--- src/rtl/pic_pkg.sv ---
// pic_pkg: shared types, constants and helpers for the PIC control unit.
// Contents:
//   init_state_e / ack_state_e - init and acknowledge FSM encodings.
//   EOI_NS / EOI_SP            - OCW2 command codes (bits [7:5]).
//   CALL_OPCODE                - first byte returned in 8080 acknowledge mode.
//   onehot_to_index            - encodes a (one-hot) 32-bit vector to an index.
//   lowest_set_onehot          - isolates the lowest set bit of a 32-bit vector.
package pic_pkg;

  typedef enum logic [2:0] {
    IDLE_UNINIT,
    ICW2,
    ICW3,
    ICW4,
    READY
  } init_state_e;

  typedef enum logic [2:0] {
    CTRL_READY,
    ACK1,
    ACK2,
    ACK3,
    POLL
  } ack_state_e;

  localparam logic [2:0] EOI_NS      = 3'b001;
  localparam logic [2:0] EOI_SP      = 3'b011;
  localparam logic [7:0] CALL_OPCODE = 8'hCD;

  // The input is expected one-hot; if several bits are set the highest wins.
  function automatic logic [4:0] onehot_to_index(input logic [31:0] vec);
    logic [4:0] idx;
    idx = '0;
    for (int i = 0; i < 32; i++) begin
      if (vec[i]) idx = 5'(i);
    end
    return idx;
  endfunction

  function automatic logic [31:0] lowest_set_onehot(input logic [31:0] vec);
    return vec & (~vec + 32'd1);
  endfunction

endpackage

--- src/rtl/pic_edge_detect.sv ---
// pic_edge_detect: registered edge detector for an active-low bus strobe.
// Ports:
//   clk_i   - system clock
//   reset_i - synchronous active-high reset (history register resets high)
//   sig_i   - strobe being watched
//   rise_o  - high in the cycle sig_i is first seen high after being low
//   fall_o  - high in the cycle sig_i is first seen low after being high
module pic_edge_detect (
  input  logic clk_i,
  input  logic reset_i,
  input  logic sig_i,
  output logic rise_o,
  output logic fall_o
);

  logic sig_q;

  always_ff @(posedge clk_i) begin
    if (reset_i) sig_q <= 1'b1;
    else         sig_q <= sig_i;
  end

  assign fall_o = sig_q & ~sig_i;
  assign rise_o = ~sig_q & sig_i;

endmodule

--- src/rtl/pic_control_unit_param.sv ---
// pic_control_unit_param: 8259A-style control unit for NUM_IRQ (8/16/32)
// channels. Sequences ICW1..ICW4, holds the mask (OCW1), issues EOI clears
// (OCW2), and runs the INTA acknowledge / poll FSM driving the data bus byte.
// Optional build macro PIC_AUTO_EOI_EN: enables automatic EOI (ICW4 AEOI bit).
// Ports:
//   clk, reset            - clock, synchronous active-high reset
//   write_icw1..ocw3      - one-cycle register write strobes, data on data_bus
//   inta_n, rd_n          - acknowledge and read strobes, active low
//   interrupt, in_service - resolver request (one-hot) and current ISR
//   int_out               - interrupt request to the CPU
//   latch_isr             - pulse: ISR samples `interrupt`
//   end_of_ack/poll       - pulses at the end of an acknowledge / poll read
//   eoi_clear             - one-cycle ISR clear mask
//   imr, level_triggered  - mask register, ICW1 LTIM
//   data_out, data_out_en - vector / poll byte and its enable
//   init_done             - initialisation sequence complete
module pic_control_unit_param
  import pic_pkg::*;
#(
  parameter int NUM_IRQ = 8
) (
  input  logic               clk,
  input  logic               reset,
  input  logic               write_icw1,
  input  logic               write_icw2_4,
  input  logic               write_ocw1,
  input  logic               write_ocw2,
  input  logic               write_ocw3,
  input  logic [7:0]         data_bus,
  input  logic               inta_n,
  input  logic               rd_n,
  input  logic [NUM_IRQ-1:0] interrupt,
  input  logic [NUM_IRQ-1:0] in_service,
  output logic               int_out,
  output logic               latch_isr,
  output logic               end_of_ack,
  output logic               end_of_poll,
  output logic [NUM_IRQ-1:0] eoi_clear,
  output logic [NUM_IRQ-1:0] imr,
  output logic               level_triggered,
  output logic [7:0]         data_out,
  output logic               data_out_en,
  output logic               init_done
);

  localparam int ID_W       = $clog2(NUM_IRQ);
  localparam int MASK_BYTES = NUM_IRQ / 8;
  localparam int PTR_W      = (MASK_BYTES > 1) ? $clog2(MASK_BYTES) : 1;
  localparam logic [NUM_IRQ-1:0] IRQ_ONE = NUM_IRQ'(1);

  init_state_e init_state_q, init_state_d;
  ack_state_e  ack_state_q,  ack_state_d;

  logic               ltim_q, ltim_d;
  logic               sngl_q, sngl_d;
  logic               ic4_q,  ic4_d;
  logic               upm_q,  upm_d;
`ifdef PIC_AUTO_EOI_EN
  logic               aeoi_q, aeoi_d;
`endif
  logic [7:ID_W]      vb_q, vb_d;
  logic [NUM_IRQ-1:0] imr_q, imr_d;
  logic [PTR_W-1:0]   ptr_q, ptr_d;
  logic [ID_W-1:0]    id_q, id_d;
  logic               pending_q, pending_d;
  logic               rd_seen_q, rd_seen_d;

  logic               int_out_q, int_out_d;
  logic               latch_isr_q, latch_isr_d;
  logic               end_of_ack_q, end_of_ack_d;
  logic               end_of_poll_q, end_of_poll_d;
  logic [NUM_IRQ-1:0] eoi_clear_q, eoi_clear_d;
  logic [7:0]         data_out_q, data_out_d;
  logic               data_out_en_q, data_out_en_d;

  logic inta_rise, inta_fall, rd_rise, rd_fall;
  logic ocw_ok, poll_req, latch_now;
  logic [7:0] poll_byte;

  pic_edge_detect u_inta_edge (
    .clk_i   (clk),
    .reset_i (reset),
    .sig_i   (inta_n),
    .rise_o  (inta_rise),
    .fall_o  (inta_fall)
  );

  pic_edge_detect u_rd_edge (
    .clk_i   (clk),
    .reset_i (reset),
    .sig_i   (rd_n),
    .rise_o  (rd_rise),
    .fall_o  (rd_fall)
  );

  // State register
  always_ff @(posedge clk) begin
    if (reset) begin
      init_state_q  <= IDLE_UNINIT;
      ack_state_q   <= CTRL_READY;
      ltim_q        <= 1'b0;
      sngl_q        <= 1'b0;
      ic4_q         <= 1'b0;
      upm_q         <= 1'b0;
`ifdef PIC_AUTO_EOI_EN
      aeoi_q        <= 1'b0;
`endif
      vb_q          <= '0;
      imr_q         <= '1;
      ptr_q         <= '0;
      id_q          <= '0;
      pending_q     <= 1'b0;
      rd_seen_q     <= 1'b0;
      int_out_q     <= 1'b0;
      latch_isr_q   <= 1'b0;
      end_of_ack_q  <= 1'b0;
      end_of_poll_q <= 1'b0;
      eoi_clear_q   <= '0;
      data_out_q    <= '0;
      data_out_en_q <= 1'b0;
    end else begin
      init_state_q  <= init_state_d;
      ack_state_q   <= ack_state_d;
      ltim_q        <= ltim_d;
      sngl_q        <= sngl_d;
      ic4_q         <= ic4_d;
      upm_q         <= upm_d;
`ifdef PIC_AUTO_EOI_EN
      aeoi_q        <= aeoi_d;
`endif
      vb_q          <= vb_d;
      imr_q         <= imr_d;
      ptr_q         <= ptr_d;
      id_q          <= id_d;
      pending_q     <= pending_d;
      rd_seen_q     <= rd_seen_d;
      int_out_q     <= int_out_d;
      latch_isr_q   <= latch_isr_d;
      end_of_ack_q  <= end_of_ack_d;
      end_of_poll_q <= end_of_poll_d;
      eoi_clear_q   <= eoi_clear_d;
      data_out_q    <= data_out_d;
      data_out_en_q <= data_out_en_d;
    end
  end

  // Next-state logic for both FSMs and the configuration registers
  always_comb begin
    init_state_d = init_state_q;
    ack_state_d  = ack_state_q;
    ltim_d       = ltim_q;
    sngl_d       = sngl_q;
    ic4_d        = ic4_q;
    upm_d        = upm_q;
`ifdef PIC_AUTO_EOI_EN
    aeoi_d       = aeoi_q;
`endif
    vb_d         = vb_q;
    imr_d        = imr_q;
    ptr_d        = ptr_q;
    id_d         = id_q;
    pending_d    = pending_q;
    rd_seen_d    = rd_seen_q;
    latch_now    = 1'b0;

    // ICW1 takes priority over any OCW arriving in the same cycle.
    ocw_ok   = (init_state_q == READY) && !write_icw1;
    poll_req = ocw_ok && write_ocw3 && data_bus[2];

    if (write_icw1) begin
      // uPM/AEOI only come back if an ICW4 follows.
      ltim_d       = data_bus[3];
      sngl_d       = data_bus[1];
      ic4_d        = data_bus[0];
      upm_d        = 1'b0;
`ifdef PIC_AUTO_EOI_EN
      aeoi_d       = 1'b0;
`endif
      imr_d        = '1;
      ptr_d        = '0;
      rd_seen_d    = 1'b0;
      ack_state_d  = CTRL_READY;
      init_state_d = ICW2;
    end else begin
      if (write_icw2_4) begin
        unique case (init_state_q)
          ICW2: begin
            vb_d = data_bus[7:ID_W];
            if (!sngl_q)    init_state_d = ICW3;
            else if (ic4_q) init_state_d = ICW4;
            else            init_state_d = READY;
          end
          // Cascade configuration is not used by this block.
          ICW3: init_state_d = ic4_q ? ICW4 : READY;
          ICW4: begin
            upm_d = data_bus[0];
`ifdef PIC_AUTO_EOI_EN
            aeoi_d = data_bus[1];
`endif
            init_state_d = READY;
          end
          default: ;
        endcase
      end

      if (ocw_ok && write_ocw1) begin
        for (int b = 0; b < MASK_BYTES; b++) begin
          if (ptr_q == PTR_W'(b)) imr_d[b*8 +: 8] = data_bus;
        end
        ptr_d = (ptr_q == PTR_W'(MASK_BYTES - 1)) ? '0 : ptr_q + 1'b1;
      end
      if (ocw_ok && (write_ocw2 || write_ocw3)) ptr_d = '0;

      unique case (ack_state_q)
        CTRL_READY: begin
          if (poll_req) begin
            ack_state_d = POLL;
            rd_seen_d   = 1'b0;
            latch_now   = 1'b1;
          end else if (inta_fall && (init_state_q == READY)) begin
            ack_state_d = ACK1;
            latch_now   = 1'b1;
          end
        end
        ACK1: if (inta_rise) ack_state_d = ACK2;
        ACK2: if (inta_rise) ack_state_d = upm_q ? CTRL_READY : ACK3;
        ACK3: if (inta_rise) ack_state_d = CTRL_READY;
        POLL: begin
          // A poll completes only on a full read pulse seen inside POLL.
          if (rd_fall) begin
            rd_seen_d = 1'b1;
          end else if (rd_rise && rd_seen_q) begin
            rd_seen_d   = 1'b0;
            ack_state_d = CTRL_READY;
          end
        end
        default: ack_state_d = CTRL_READY;
      endcase

      if (latch_now) begin
        id_d      = ID_W'(onehot_to_index(32'(interrupt)));
        pending_d = |interrupt;
      end
    end
  end

  // Output logic (next values of the registered outputs)
  always_comb begin
    poll_byte            = '0;
    poll_byte[7]         = pending_q;
    poll_byte[ID_W-1:0]  = id_q;

    latch_isr_d   = latch_now;
    end_of_ack_d  = ((ack_state_q == ACK2) || (ack_state_q == ACK3)) &&
                    (ack_state_d == CTRL_READY) && !write_icw1;
    end_of_poll_d = (ack_state_q == POLL) && (ack_state_d == CTRL_READY) &&
                    !write_icw1;
    // Uses next state so the request drops as the FSM leaves CTRL_READY.
    int_out_d     = (init_state_d == READY) && (ack_state_d == CTRL_READY) &&
                    (|interrupt);

    eoi_clear_d = '0;
    if (ocw_ok && write_ocw2) begin
      unique case (data_bus[7:5])
        EOI_NS:  eoi_clear_d = NUM_IRQ'(lowest_set_onehot(32'(in_service)));
        EOI_SP:  eoi_clear_d = IRQ_ONE << ID_W'(data_bus[4:0]);
        default: ;
      endcase
    end
`ifdef PIC_AUTO_EOI_EN
    if (end_of_ack_d && aeoi_q) eoi_clear_d = eoi_clear_d | (IRQ_ONE << id_q);
`endif

    data_out_d    = '0;
    data_out_en_d = 1'b0;
    unique case (ack_state_q)
      ACK1: begin
        data_out_d    = upm_q ? 8'h00 : CALL_OPCODE;
        data_out_en_d = ~inta_n;
      end
      ACK2: begin
        data_out_d    = {vb_q, id_q};
        data_out_en_d = ~inta_n;
      end
      ACK3: begin
        data_out_d    = {vb_q, ID_W'(0)};
        data_out_en_d = ~inta_n;
      end
      POLL: begin
        data_out_d    = poll_byte;
        data_out_en_d = ~rd_n;
      end
      default: ;
    endcase
    if (write_icw1) data_out_en_d = 1'b0;
  end

  assign int_out         = int_out_q;
  assign latch_isr       = latch_isr_q;
  assign end_of_ack      = end_of_ack_q;
  assign end_of_poll     = end_of_poll_q;
  assign eoi_clear       = eoi_clear_q;
  assign imr             = imr_q;
  assign level_triggered = ltim_q;
  assign data_out        = data_out_q;
  assign data_out_en     = data_out_en_q;
  assign init_done       = (init_state_q == READY);

endmodule

--- config.mk ---
export PLATFORM = sky130hd
export DESIGN_NAME = pic_control_unit_param
export DESIGN_NICKNAME = d
export VERILOG_FILES = /design/src/rtl/pic_pkg.sv /design/src/rtl/pic_edge_detect.sv /design/src/rtl/pic_control_unit_param.sv
export SDC_FILE = /design/constraint.sdc
export NUM_CORES = 1
export LEC_CHECK = 0
export CORE_MARGIN = 2
export CORE_UTILIZATION = 42
export DETAILED_ROUTE_END_ITERATION = 8
export PLACE_DENSITY = 0.85
export SKIP_LAST_GASP = 1
export SYNTH_ARGS = -nofsm -noshare
export SYNTH_HDL_FRONTEND = slang
export SYNTH_SLANG_ARGS = --single-unit
--- constraint.sdc ---
create_clock -name clk -period 1.5 [get_ports clk]
set_input_delay 0.15 -clock clk [delete_from_list [all_inputs] [get_ports clk]]
set_output_delay 0.15 -clock clk [all_outputs]
set_load 0.05 [all_outputs]
==> flow_metrics.tcl <==
set metrics [dict create \
    worstSkewPairLatency_ps 310 \
    slew_headroom 0.683 \
    synth_cell_types 47 \
    dpl_cell_area_sq_um 3030 \
    first_iter_violations 137 \
    ys.warnings.count 0 \
    gp_congestion 0.885 \
    layout.nets 384 \
    cts_hold_buffers 0 \
    track_usage 0.210 \
    grt_pass1_vias 2012 \
    drv_slew 0 \
    cts_root_buf "clkbuf_8" \
    antenna_found_initial 0 \
    cts_tree "done" \
    viasPerCell 5.12 \
    synthAdderAreaFrac 0 \
    grt.overflow.total 0 \
    hold_depth 3 \
    cts-htree-levels 2 \
    cp_cell_sequence "nor3b_4, buf_4, nand3b_4, a21oi_4, buf_6, a311oi_1" \
    core_sq_um 5040 \
    synth-xor-area-share 0.00407 \
    synth_edf_count 0 \
    synthArstFlopShare 0 \
    fin_crit_sh 1.03 \
    drc_errors 0 \
    hp-class "in -> reg" \
    antenna_cells 0 \
    synth_nets 283 \
    pin_count 64 \
    worstSetupStartpointType "flip-flop" \
    syn_area_sq_um 2150 \
    die_h_um 75.6 \
    p_leak_nw 1.35 \
    p_total_mw 2.61 \
    ys_ff_latch 51 \
    cellPowerDensity_nw_per_um2 800 \
    grt_max_degree 17 \
    avgSynthCellArea_sq_um 8.62 \
    cts.sinks 51 \
    period_minus_slack_ps 1550 \
    synth_compound_area_frac 0.142 \
    rsz0062_at_grt "yes" \
    hold_viol_final 0 \
    arrival_ps 1730 \
    clkSlewWorstSetupHoldPaths_ps 90 \
    drt-pass1-iter-count 4 \
    dieArea_sq_um 5720 \
    ir_drop_uv 357 \
    numCtsBuffers 5 \
    syn_inst 250 \
    cpMaxStageDelayCell "dfxtp_4" \
    cts_buffer_depth 2 \
    wl_um 5840 \
    hpwl_um 4300 \
    violations "setup timing" \
    port_buffers 63 \
    initial_utilization 0.427 \
    area_growth_pct 51.1 \
    worstSetupPathType "reg -> reg" \
    wl_per_cell_um 13.9 \
    ys_seq_area_frac 0.474 \
    synthFlopType "dfxtp_1" \
    layout_setup_ws_ps -47.1 \
    grt_pass1_wl_um 9070 \
    slowest_delay_ps 360 \
    synth.area.mux_share 0.0325 \
    end_kind "flip-flop" \
    maxCapViolations 0 \
    final_area_sq_um 3260 \
    synth_top_family_by_area "simple AND/OR/NAND/NOR gates" \
    drive_above_1_share 0.293 \
    setup_viol 6 \
    num-fill-cells 401 \
    cp.required_ps 1680 \
    r2r_cells 6 \
    finalClockSkew_ps 7.17 \
    worst_slew_pin_slew_ps 471 \
    dieWidth_um 75.6 \
    worst-path-max-fanout 6 \
    rows 26 \
    vias 2155 \
    status "finished, violations left" \
    synthSimpleGateAreaFrac 0.311 \
    max_freq_mhz 646 \
    ant_nets 0 \
]
## cell type report
| cell class | instances | area (sq um) | share of cell area |
|---|---|---|---|
| clock inverters | 1 | 30.0 | 0.00922 |
| well taps | 70 | 87.6 | 0.0269 |
| multi-input cells | 180 | 1100 | 0.338 |
| inverters | 6 | 22.5 | 0.00692 |
| repair buffers | 107 | 911 | 0.280 |
| flip-flops and latches | 51 | 1030 | 0.317 |
| clock buffers | 6 | 72.6 | 0.0223 |
## state kept, by name (all words and copies together) (netlist names)
register / count
data_out_en: 1
eoi_clear: 8
data_out: 8
ack_state_q: 3
ic4_q: 1
upm_q: 1
end_of_poll: 1
sngl_q: 1
latch_isr: 1
init_state_q: 3
vb_q: 5
u_inta_edge.sig_q: 1
end_of_ack: 1
rd_seen_q: 1
id_q: 3
level_triggered: 1
u_rd_edge.sig_q: 1
int_out: 1
pending_q: 1
imr: 8
## worst paths after layout
path | slack [ps] | from | end
max | -50 | init_state_q[1] | pending_q
min | 440 | in_service[6] | eoi_clear[6]
max reg2reg | -50 | init_state_q[1] | pending_q
min reg2reg | 480 | rd_seen_q | rd_seen_q
## cell usage after synthesis, types with 2 or more instances
cell / count / area [sq um]
dfxtp_1: 51 / 1020
nand4_1: 3 / 18.8
nor4b_1: 2 / 17.5
nand2_1: 23 / 86.3
nor4bb_1: 2 / 20.0
clkbuf_1: 10 / 37.5
a311oi_1: 2 / 17.5
inv_1: 6 / 22.5
or2_2: 4 / 25.0
a211oi_1: 4 / 30.0
a22oi_1: 3 / 22.5
mux2i_1: 7 / 70.1
a31oi_1: 4 / 25.0
nand2b_1: 4 / 25.0
a21oi_1: 19 / 95.1
and3_1: 3 / 18.8
nand3_1: 7 / 35.0
nor2_1: 41 / 154
o21ai_0: 7 / 35.0
nor2b_1: 6 / 37.5
nand3b_1: 7 / 52.6
o211ai_1: 2 / 15.0
nor3_1: 7 / 35.0
a221oi_1: 2 / 17.5
nor4_1: 2 / 12.5
## power breakdown
group / internal [mW] / total, mW / switching (mW)
combinational: 0.168 / 0.305 / 0.137
sequential: 1.37 / 1.38 / 0.0137
clock: 0.489 / 0.921 / 0.432
total: 2.02 / 2.61 / 0.583
## logic make-up after synthesis
family          Yosys count
compound gates           48
flops                    51
simple gates            124
xor+xnor                  1
buf+inv                  19
mux                       7
## routing by layer
metal,up-vias,wire [um],GRT usage
met3,12,251,0.0423
met5,-,0,0
met2,49,2950,0.357
met4,0,132,0.0819
met1,1012,2510,0.260
li1,1082,-,-
## through the flow
| stage | TNS (ps) | worst slack (ps) | utilization | hold slack, ps | instances |
|---|---|---|---|---|---|
| after CTS | -37.4 | -22.6 | 0.629 | 445 | 418 |
| final | -149 | -47.1 | 0.646 | 442 | 421 |
| after detailed placement | -2950 | -316 | 0.601 | 466 | 407 |
| after floorplan | -6360 | -338 | - | 254 | 250 |
| after global placement | -2400 | -262 | 0.601 | 460 | 407 |
| after global routing | -996 | -96.2 | 0.646 | 459 | 421 |
## placed cells by master (no fill, tap or decap), types with 4 or more instances in the layout
cell type and count:
nand3b_1 7, or2_2 4, dfxtp_1 47, a211oi_1 4, mux2i_1 7, nor2b_1 6
buf_4 70, inv_1 6, a31oi_1 4, buf_6 4, o21ai_0 7, clkdlybuf4s50_1 32
nand3_1 7, nor3_1 6, clkbuf_8 5, a21oi_1 18, nor2_1 40, nand2_1 22
## repair_timing
item / in CTS / in global routing
setup buffers: 5 / 2
endpoints found under the hold margin: 0 / 0
pin swaps: 3 / 10
resized for setup: 4 / 16
setup endpoints to repair: 11 / 23
cloned: 0 / 1
## worst max-delay path: cells and delay by family, from the launching register on
kind,cells,cell delay (ps)
compound gates,2,310
buf+inv,2,330
flops,1,360
simple gates,2,410
Note: power is estimated with default switching activity, not from simulation.
